`src/rtl/nx_msg_encoder_pkg.sv`:
```
// NXConstants: shared mesh message types (header, command enum, payload union, instruction).
package NXConstants;

  localparam int unsigned ADDR_ROW_WIDTH = 4;
  localparam int unsigned ADDR_COL_WIDTH = 4;
  localparam int unsigned IO_IDX_WIDTH   = 5;
  localparam int unsigned PAYLOAD_WIDTH  = 21;

  typedef enum logic [1:0] {
    NODE_COMMAND_LOAD_INSTR = 2'd0,
    NODE_COMMAND_OUTPUT_MAP = 2'd1,
    NODE_COMMAND_SIG_STATE  = 2'd2,
    NODE_COMMAND_NODE_CTRL  = 2'd3
  } node_command_t;

  typedef struct packed {
    logic [ADDR_ROW_WIDTH-1:0] row;
    logic [ADDR_COL_WIDTH-1:0] column;
    node_command_t             command;
  } node_header_t;

  typedef struct packed {
    logic [2:0] opcode;
    logic [1:0] src_a;
    logic [1:0] src_b;
    logic [1:0] tgt_reg;
    logic [7:0] truth;
    logic       gen_out;
  } instruction_t;

  typedef struct packed {
    instruction_t instr;
    logic [2:0]   padding;
  } node_load_instr_t;

  typedef struct packed {
    logic [IO_IDX_WIDTH-1:0]   source_index;
    logic [ADDR_ROW_WIDTH-1:0] target_row;
    logic [ADDR_COL_WIDTH-1:0] target_column;
    logic [IO_IDX_WIDTH-1:0]   target_index;
    logic                      target_is_seq;
    logic [1:0]                padding;
  } node_map_output_t;

  typedef struct packed {
    logic [IO_IDX_WIDTH-1:0] index;
    logic                    is_seq;
    logic                    state;
    logic [13:0]             padding;
  } node_sig_state_t;

  typedef union packed {
    node_load_instr_t load_instr;
    node_map_output_t output_map;
    node_sig_state_t  sig_state;
  } node_payload_t;

  typedef struct packed {
    node_header_t  header;
    node_payload_t payload;
  } node_message_t;

endpackage

```
`src/rtl/nx_msg_encoder_fifo.sv`:
```
// nx_msg_fifo: small flop-based FIFO; simultaneous push and pop allowed when full.
module nx_msg_fifo #(
  parameter int unsigned WIDTH = 8,
  parameter int unsigned DEPTH = 2
) (
  input  logic             clk_i,
  input  logic             rst_i,
  input  logic             push_i,
  input  logic [WIDTH-1:0] data_i,
  input  logic             pop_i,
  output logic [WIDTH-1:0] data_o,
  output logic             full_o,
  output logic             empty_o
);

  localparam int unsigned PTR_W = $clog2(DEPTH);
  localparam int unsigned CNT_W = PTR_W + 1;

  logic [WIDTH-1:0] mem_q [DEPTH];
  logic [PTR_W-1:0] wr_q, rd_q;
  logic [CNT_W-1:0] cnt_q;
  logic             do_push, do_pop;

  assign empty_o = (cnt_q == '0);
  assign full_o  = (cnt_q == CNT_W'(DEPTH));
  assign do_pop  = pop_i & ~empty_o;
  assign do_push = push_i & (~full_o | do_pop);
  assign data_o  = mem_q[rd_q];

  // Pointers wrap naturally because DEPTH is a power of two
  always_ff @(posedge clk_i or posedge rst_i) begin
    if (rst_i) begin
      for (int unsigned i = 0; i < DEPTH; i++) mem_q[i] <= '0;
      wr_q  <= '0;
      rd_q  <= '0;
      cnt_q <= '0;
    end else begin
      if (do_push) begin
        mem_q[wr_q] <= data_i;
        wr_q        <= wr_q + PTR_W'(1);
      end
      if (do_pop) rd_q <= rd_q + PTR_W'(1);
      case ({do_push, do_pop})
        2'b10:   cnt_q <= cnt_q + CNT_W'(1);
        2'b01:   cnt_q <= cnt_q - CNT_W'(1);
        default: cnt_q <= cnt_q;
      endcase
    end
  end

endmodule

```
`src/rtl/nx_msg_encoder.sv`:
```
// nx_msg_encoder: round-robin encoder of map/sig/instr requests into mesh messages.
// Optional macro NX_ENCODER_STATS_EN builds the outbound transfer counter.
module nx_msg_encoder
  import NXConstants::*;
#(
  parameter int unsigned INPUTS     = 32,
  parameter int unsigned OUTPUTS    = 32,
  parameter int unsigned FIFO_DEPTH = 2
) (
  input  logic                        clk_i,
  input  logic                        rst_i,
  output logic                        idle_o,
  input  logic [ADDR_ROW_WIDTH-1:0]   map_row_i,
  input  logic [ADDR_COL_WIDTH-1:0]   map_col_i,
  input  logic [$clog2(OUTPUTS)-1:0]  map_idx_i,
  input  logic [ADDR_ROW_WIDTH-1:0]   map_tgt_row_i,
  input  logic [ADDR_COL_WIDTH-1:0]   map_tgt_col_i,
  input  logic [$clog2(INPUTS)-1:0]   map_tgt_idx_i,
  input  logic                        map_tgt_seq_i,
  input  logic                        map_valid_i,
  output logic                        map_ready_o,
  input  logic [ADDR_ROW_WIDTH-1:0]   sig_row_i,
  input  logic [ADDR_COL_WIDTH-1:0]   sig_col_i,
  input  logic [$clog2(INPUTS)-1:0]   sig_index_i,
  input  logic                        sig_is_seq_i,
  input  logic                        sig_state_i,
  input  logic                        sig_valid_i,
  output logic                        sig_ready_o,
  input  logic [ADDR_ROW_WIDTH-1:0]   instr_row_i,
  input  logic [ADDR_COL_WIDTH-1:0]   instr_col_i,
  input  logic [$bits(instruction_t)-1:0] instr_data_i,
  input  logic                        instr_valid_i,
  output logic                        instr_ready_o,
  output node_message_t               msg_data_o,
  output logic                        msg_valid_o,
  input  logic                        msg_ready_i,
  output logic [31:0]                 sent_count_o
);

  typedef enum logic [1:0] {RR_MAP = 2'd0, RR_SIG = 2'd1, RR_INSTR = 2'd2} rr_t;

  rr_t           rr_q, rr_d;
  logic [2:0]    req_valid, grant;
  logic          fifo_full, fifo_empty, push, pop;
  logic          idle_q;
  node_message_t map_msg, sig_msg, instr_msg, push_data, fifo_data;

  assign req_valid = {instr_valid_i, sig_valid_i, map_valid_i};
  assign pop       = ~fifo_empty & msg_ready_i;

  // Round-robin grant starting at rr_q; only when a slot is free this cycle
  always_comb begin
    grant = '0;
    rr_d  = rr_q;
    case (rr_q)
      RR_MAP: begin
        if (req_valid[0])      grant = 3'b001;
        else if (req_valid[1]) grant = 3'b010;
        else if (req_valid[2]) grant = 3'b100;
      end
      RR_SIG: begin
        if (req_valid[1])      grant = 3'b010;
        else if (req_valid[2]) grant = 3'b100;
        else if (req_valid[0]) grant = 3'b001;
      end
      RR_INSTR: begin
        if (req_valid[2])      grant = 3'b100;
        else if (req_valid[0]) grant = 3'b001;
        else if (req_valid[1]) grant = 3'b010;
      end
      default: grant = '0;
    endcase
    if (rst_i || (fifo_full && !pop)) grant = '0;
    if (grant[0])      rr_d = RR_SIG;
    else if (grant[1]) rr_d = RR_INSTR;
    else if (grant[2]) rr_d = RR_MAP;
  end

  assign map_ready_o   = grant[0];
  assign sig_ready_o   = grant[1];
  assign instr_ready_o = grant[2];
  assign push          = |grant;

  always_comb begin
    map_msg   = '0;
    sig_msg   = '0;
    instr_msg = '0;
    map_msg.header.row                      = map_row_i;
    map_msg.header.column                   = map_col_i;
    map_msg.header.command                  = NODE_COMMAND_OUTPUT_MAP;
    map_msg.payload.output_map.source_index  = IO_IDX_WIDTH'(map_idx_i);
    map_msg.payload.output_map.target_row    = map_tgt_row_i;
    map_msg.payload.output_map.target_column = map_tgt_col_i;
    map_msg.payload.output_map.target_index  = IO_IDX_WIDTH'(map_tgt_idx_i);
    map_msg.payload.output_map.target_is_seq = map_tgt_seq_i;
    sig_msg.header.row                      = sig_row_i;
    sig_msg.header.column                   = sig_col_i;
    sig_msg.header.command                  = NODE_COMMAND_SIG_STATE;
    sig_msg.payload.sig_state.index         = IO_IDX_WIDTH'(sig_index_i);
    sig_msg.payload.sig_state.is_seq        = sig_is_seq_i;
    sig_msg.payload.sig_state.state         = sig_state_i;
    instr_msg.header.row                    = instr_row_i;
    instr_msg.header.column                 = instr_col_i;
    instr_msg.header.command                = NODE_COMMAND_LOAD_INSTR;
    instr_msg.payload.load_instr.instr      = instruction_t'(instr_data_i);
  end

  always_comb begin
    push_data = instr_msg;
    if (grant[0])      push_data = map_msg;
    else if (grant[1]) push_data = sig_msg;
  end

  nx_msg_fifo #(
    .WIDTH ($bits(node_message_t)),
    .DEPTH (FIFO_DEPTH)
  ) u_fifo (
    .clk_i   (clk_i),
    .rst_i   (rst_i),
    .push_i  (push),
    .data_i  (push_data),
    .pop_i   (pop),
    .data_o  (fifo_data),
    .full_o  (fifo_full),
    .empty_o (fifo_empty)
  );

  assign msg_valid_o = ~fifo_empty;
  assign msg_data_o  = fifo_empty ? '0 : fifo_data;
  assign idle_o      = idle_q;

  always_ff @(posedge clk_i or posedge rst_i) begin
    if (rst_i) begin
      rr_q   <= RR_MAP;
      idle_q <= 1'b1;
    end else begin
      rr_q   <= rr_d;
      idle_q <= fifo_empty & ~|req_valid;
    end
  end

`ifdef NX_ENCODER_STATS_EN
  logic [31:0] sent_cnt_q;

  always_ff @(posedge clk_i or posedge rst_i) begin
    if (rst_i)    sent_cnt_q <= '0;
    else if (pop) sent_cnt_q <= sent_cnt_q + 32'(1);
  end

  assign sent_count_o = sent_cnt_q;
`else
  assign sent_count_o = '0;
`endif

endmodule

```
`config.mk`:
```
export PLATFORM = sky130hd
export DESIGN_NAME = nx_msg_encoder
export DESIGN_NICKNAME = d
export VERILOG_FILES = /design/src/rtl/nx_msg_encoder_pkg.sv /design/src/rtl/nx_msg_encoder_fifo.sv /design/src/rtl/nx_msg_encoder.sv
export SDC_FILE = /design/constraint.sdc
export NUM_CORES = 1
export LEC_CHECK = 0
export ABC_AREA = 1
export CAP_MARGIN = 15
export CORE_MARGIN = 2
export CORE_UTILIZATION = 46
export CTS_BUF_LIST = sky130_fd_sc_hd__clkbuf_2
export CTS_CLUSTER_SIZE = 10
export DETAILED_ROUTE_END_ITERATION = 10
export PLACE_DENSITY = 0.82
export SKIP_CTS_REPAIR_TIMING = 1
export SYNTH_ARGS = -nofsm -noshare
export SYNTH_HDL_FRONTEND = slang
export SYNTH_SLANG_ARGS = --single-unit
```
`constraint.sdc`:
```
create_clock -name clk_i -period 4 [get_ports clk_i]
set_input_delay 1 -clock clk_i [delete_from_list [all_inputs] [get_ports clk_i]]
set_output_delay 1 -clock clk_i [all_outputs]
set_load 0.005 [all_outputs]
```
* Word level (Yosys, flattened, before mapping)
Cells that the tools add are included.
Storage, ports and cells: word-level logic and storage cells 63, memories kept 0, input port bits 74, latch bits 0, bits in writable memories 0, bits in registers 69, memory bits (read-only) 0
Operators by class: add/subtract/negate cells 4, $mul 0, equal/unequal tests 5, multiplexer cells 24, div/mod/pow operators 0, reduce and logical (&&, ||, !) cells 11, bitwise logic cells 9, shifts and indexed selects 0, order comparisons 3
Operator list (number):
- $mux W31 | 7
- $bwmux W62 | 1
- $demux W31 S1 | 1
- $mux W3 | 7
- $mux W2 | 5
- $pmux W3 S3 | 1
- $eq A2 B2 Y1 const B | 3
- $reduce_or A3 Y1 | 2
- $and A1 B1 Y1 | 4
- $eq A2 B1 Y1 const B | 2
- $ge A2 B2 Y1 const B | 2
- $logic_not A2 Y1 | 2
- $not A1 Y2 | 2
- $pmux W2 S2 | 1
- $reduce_bool A3 Y1 | 1
- $add A1 B1 Y1 const B | 2
- $add A2 B1 Y2 const B | 1
- $logic_and A1 B1 Y1 | 2
- $logic_not A1 Y1 | 2
- $lt A2 B1 Y1 const B | 1
- $not A1 Y1 | 2
- $reduce_bool A2 Y1 | 1
- $sub A2 B1 Y2 const B | 1
- $logic_or A1 B1 Y1 | 1
- other kinds (2) | 2

* Logic depth before layout (Yosys ltp)
word-level depth 11, gate-level depth with buffers 11, depth with buffers taken out 11

* By module
A second synthesis with hierarchy kept.
Unflattened totals: cells, all modules 650, area, all modules 4389.2 um^2
Modules (own cells, without submodules):
- nx_msg_fifo | sequential area each 1651.6 um^2, area an instance 3174.3 um^2, times used 1, cells each 404
- nx_msg_encoder | sequential area each 76.3 um^2, area an instance 1214.9 um^2, times used 1, cells each 246

* Least setup slack after synthesis
OpenSTA, ideal clock, no wires.
path kind input port to output port, start point input port rst_i, end point output port instr_ready_o, path slack 257 ps, stages 5, path buffers 0, required time 3000 ps, arrival time 2743 ps, cell sequence inv_1 > nand2_1 > nor2_1 > nand2_1 > inv_1
Between the ends: cells in the longest elaborated chain, start to end 2
Ends and longest elaborated chain:
- start, declared | line nx_msg_encoder.sv:11 | input logic rst_i,
- $logic_or A1 B1 Y1 | line nx_msg_encoder.sv:73 | if (rst_i || (fifo_full && !pop)) grant = '0;
- $mux W3 | line nx_msg_encoder.sv:73
- end, declared | line nx_msg_encoder.sv:33 | output logic instr_ready_o,
Every way passes these cells.

* Worst setup path in the final report
start point input port rst_i, end point output port map_ready_o
Between the ends: cells in the longest elaborated chain, start to end 2
Ends and longest elaborated chain:
- $logic_or A1 B1 Y1 | line nx_msg_encoder.sv:73
- $mux W3 | line nx_msg_encoder.sv:73
- end, declared | line nx_msg_encoder.sv:21 | output logic map_ready_o,
Every way passes these cells.

==> metrics.cfg <==
[outcome]
outcome = finished, final reports clean

[worst_hold_path]
holdPathStages = 2
hp-class = flip-flop to flip-flop
holdPathEnd = u_fifo.mem_q[17]
worstHoldStart = u_fifo.mem_q[17]

[flow_run]
maxCapViolCount = 0

[synthesis]
synthAdderAreaFrac = 0.00324
synth_compound_area_frac = 0.0547
synthMuxAreaShare = 0
yosys.area_share.simple = 0.387
yosysUniqueCellTypes = 26
yosys_warnings = 0
synth_seq_cells = 65
synth.avg_cell_area_um2 = 6.85
synth-xor-area-share = 0.00680
synthCells = 564
ys_seq_area_frac = 0.421
syn_area_um2 = 3860
synth_top_family_by_area = simple AND/OR/NAND/NOR gates

[timing]
fin_crit_sh = 0.901
worstMarginPinSlew_ps = 818
period_minus_slack_ps = 3610
fmax_mhz = 277
rsz0062_at_grt = false
fin_worst_skew_ps = 34.5
hold_viol = 0
slew-limit-headroom = 0.455
drv_slew = 0
setup-tns-final_ps = 0
finalSetupViolations = 0

[placement]
portBuffers = 107
dpl.cell_count = 758
dp_hpwl_um = 7520
routabilityCongestion = 0.830

[clocking]
cts_tree = built
clockRootBuffer = clkbuf_2
clkSlewWorstSetupHoldPaths_ps = 130
htreeDepth = 3
clk_path_buf_depth = 2
clk_latency_ps = 470
cts_sinks = 65
cts_buffers = 9

[detailed_routing]
first_pass_iters = 5
viasPerCell = 5.07
post_drt_wl_per_cell_um = 14.0
wl_um = 10800
num_vias = 3919
first_iter_violations = 223
drc_errors = 0
ant_nets = 0

[final_layout]
final_util = 0.605
instances_no_fill = 773
final_common_cell = nand2_1
drive_gt1_frac = 0.0614
layout_common_cells = 331 x nand2_1, 107 x clkdlybuf4s50_1, 64 x dfrtp_1
fin_nets = 739
insertedDiodeCount = 0
area_growth_syn_to_layout_pct = 27.9

[critical_path]
reg2reg_to = u_fifo.mem_q[14]
timing.rr.start = u_fifo.cnt_q[0]
crit_type = input pin to output port
arrival_ps = 2610
reg2reg_slack_ps = 1350
cp.required_ps = 3000
critPathLaunchType = input pin
rr_worst_depth = 11
worst-path-max-fanout = 11
end_kind = output port

[floorplan]
rows = 33
coreArea_um2 = 8180
num_io_pins = 142
dieArea_um2 = 9150
chipHeight_um = 95.7
start_util = 0.473
die_w_um = 95.7

[grt]
antenna_found_initial = 0
grt-ovfl-total = 0
grt_pass1_vias = 3798
grtUsageTotal = 0.246
grt_max_degree = 66
grt_pass1_wl_um = 17300

[pwr]
power.leakage_nw = 2.57
p_per_area_nw_per_um2 = 647
peakVddDrop_mv = 0.320

## area by class of cell
cell class,count,area [um2]
Clock inverter,1,3.75
Fill cell,738,3230
Sequential cell,65,1630
Multi-Input combinational cell,452,1880
Timing Repair Buffer,120,1170
Inverter,16,65.1
Clock buffer,14,70.1
Tap cell,105,131
## worst max path at each step
stage | endpoint | start | cells past startpoint | slack (ps)
global route | map_ready_o | rst_i | 7 | 290
floorplan | instr_ready_o | rst_i | 5 | 260
detailed placement | map_ready_o | rst_i | 7 | 390
finish | map_ready_o | rst_i | 7 | 390
CTS | map_ready_o | rst_i | 7 | 390
global placement | map_ready_o | rst_i | 7 | 400
## per-stage QoR
step | cell area (um2) | setup WS, ps | total power, mW | hold slack [ps]
after CTS | 4940 | 393 | 3.20 | 500
after floorplan | 3990 | 257 | 2.18 | 449
after global placement | 4870 | 402 | 2.82 | 461
after detailed placement | 4870 | 393 | 2.90 | 466
after global routing | 4940 | 288 | 3.47 | 520
final | 4940 | 394 | 3.20 | 501
## flip-flops by register name, summed over array words and instances, names as in the netlist
| signal | cells |
|---|---|
| idle_o | 1 |
| rr_q | 2 |
| u_fifo.mem_q | 58 |
| u_fifo.wr_q | 1 |
| u_fifo.rd_q | 1 |
| u_fifo.cnt_q | 2 |
## kinds of logic (layout without fill, tap and decap cells)
kind of cell / Yosys count / after routing
flops: 65 / 65
simple gates: 374 / 374
buf+inv: 80 / 151
fa+ha+maj: 1 / 1
xor+xnor: 3 / 3
other cells: 1 / 34
compound gates: 40 / 40
## worst max-delay path, cell delays in order
cell             delay, ps
clkdlybuf4s50_1        470
a21oi_4                310
nand2_1                 80
nor2_1                 120
nand2_2                 80
inv_2                   50
clkdlybuf4s50_1        490
## synth_stat cells, drive strengths merged
cell | n | area (um2)
nand2 | 334 | 1260
dfrtp | 64 | 1600
buf | 51 | 372
a21oi | 31 | 166
inv | 16 | 65.1
nand3 | 16 | 95.1
nand4 | 16 | 100
clkbuf | 13 | 48.8
o21ai | 9 | 45.0
nor2 | 7 | 33.8
xnor2 | 2 | 17.5
conb | 1 | 3.75
dfstp | 1 | 26.3
ha | 1 | 12.5
nor4 | 1 | 6.26
xor2 | 1 | 8.76
## where the power goes
group | internal (mW) | switching [mW] | leakage (nW) | total [mW]
Sequential | 0.944 | 0.173 | 0.822 | 1.12
Combinational | 0.766 | 1.01 | 1.69 | 1.78
Clock | 0.0906 | 0.214 | 0.0597 | 0.304
Total | 1.80 | 1.40 | 2.57 | 3.20
## per-layer routing
layer,GRT usage,wire [um],vias to the layer above
met3,0.0411,821,25
met2,0.421,5410,171
li1,-,-,1886
met5,0,0,-
met4,0.107,264,0
met1,0.306,4320,1837
No activity file was read; power rests on OpenSTA's default activity.
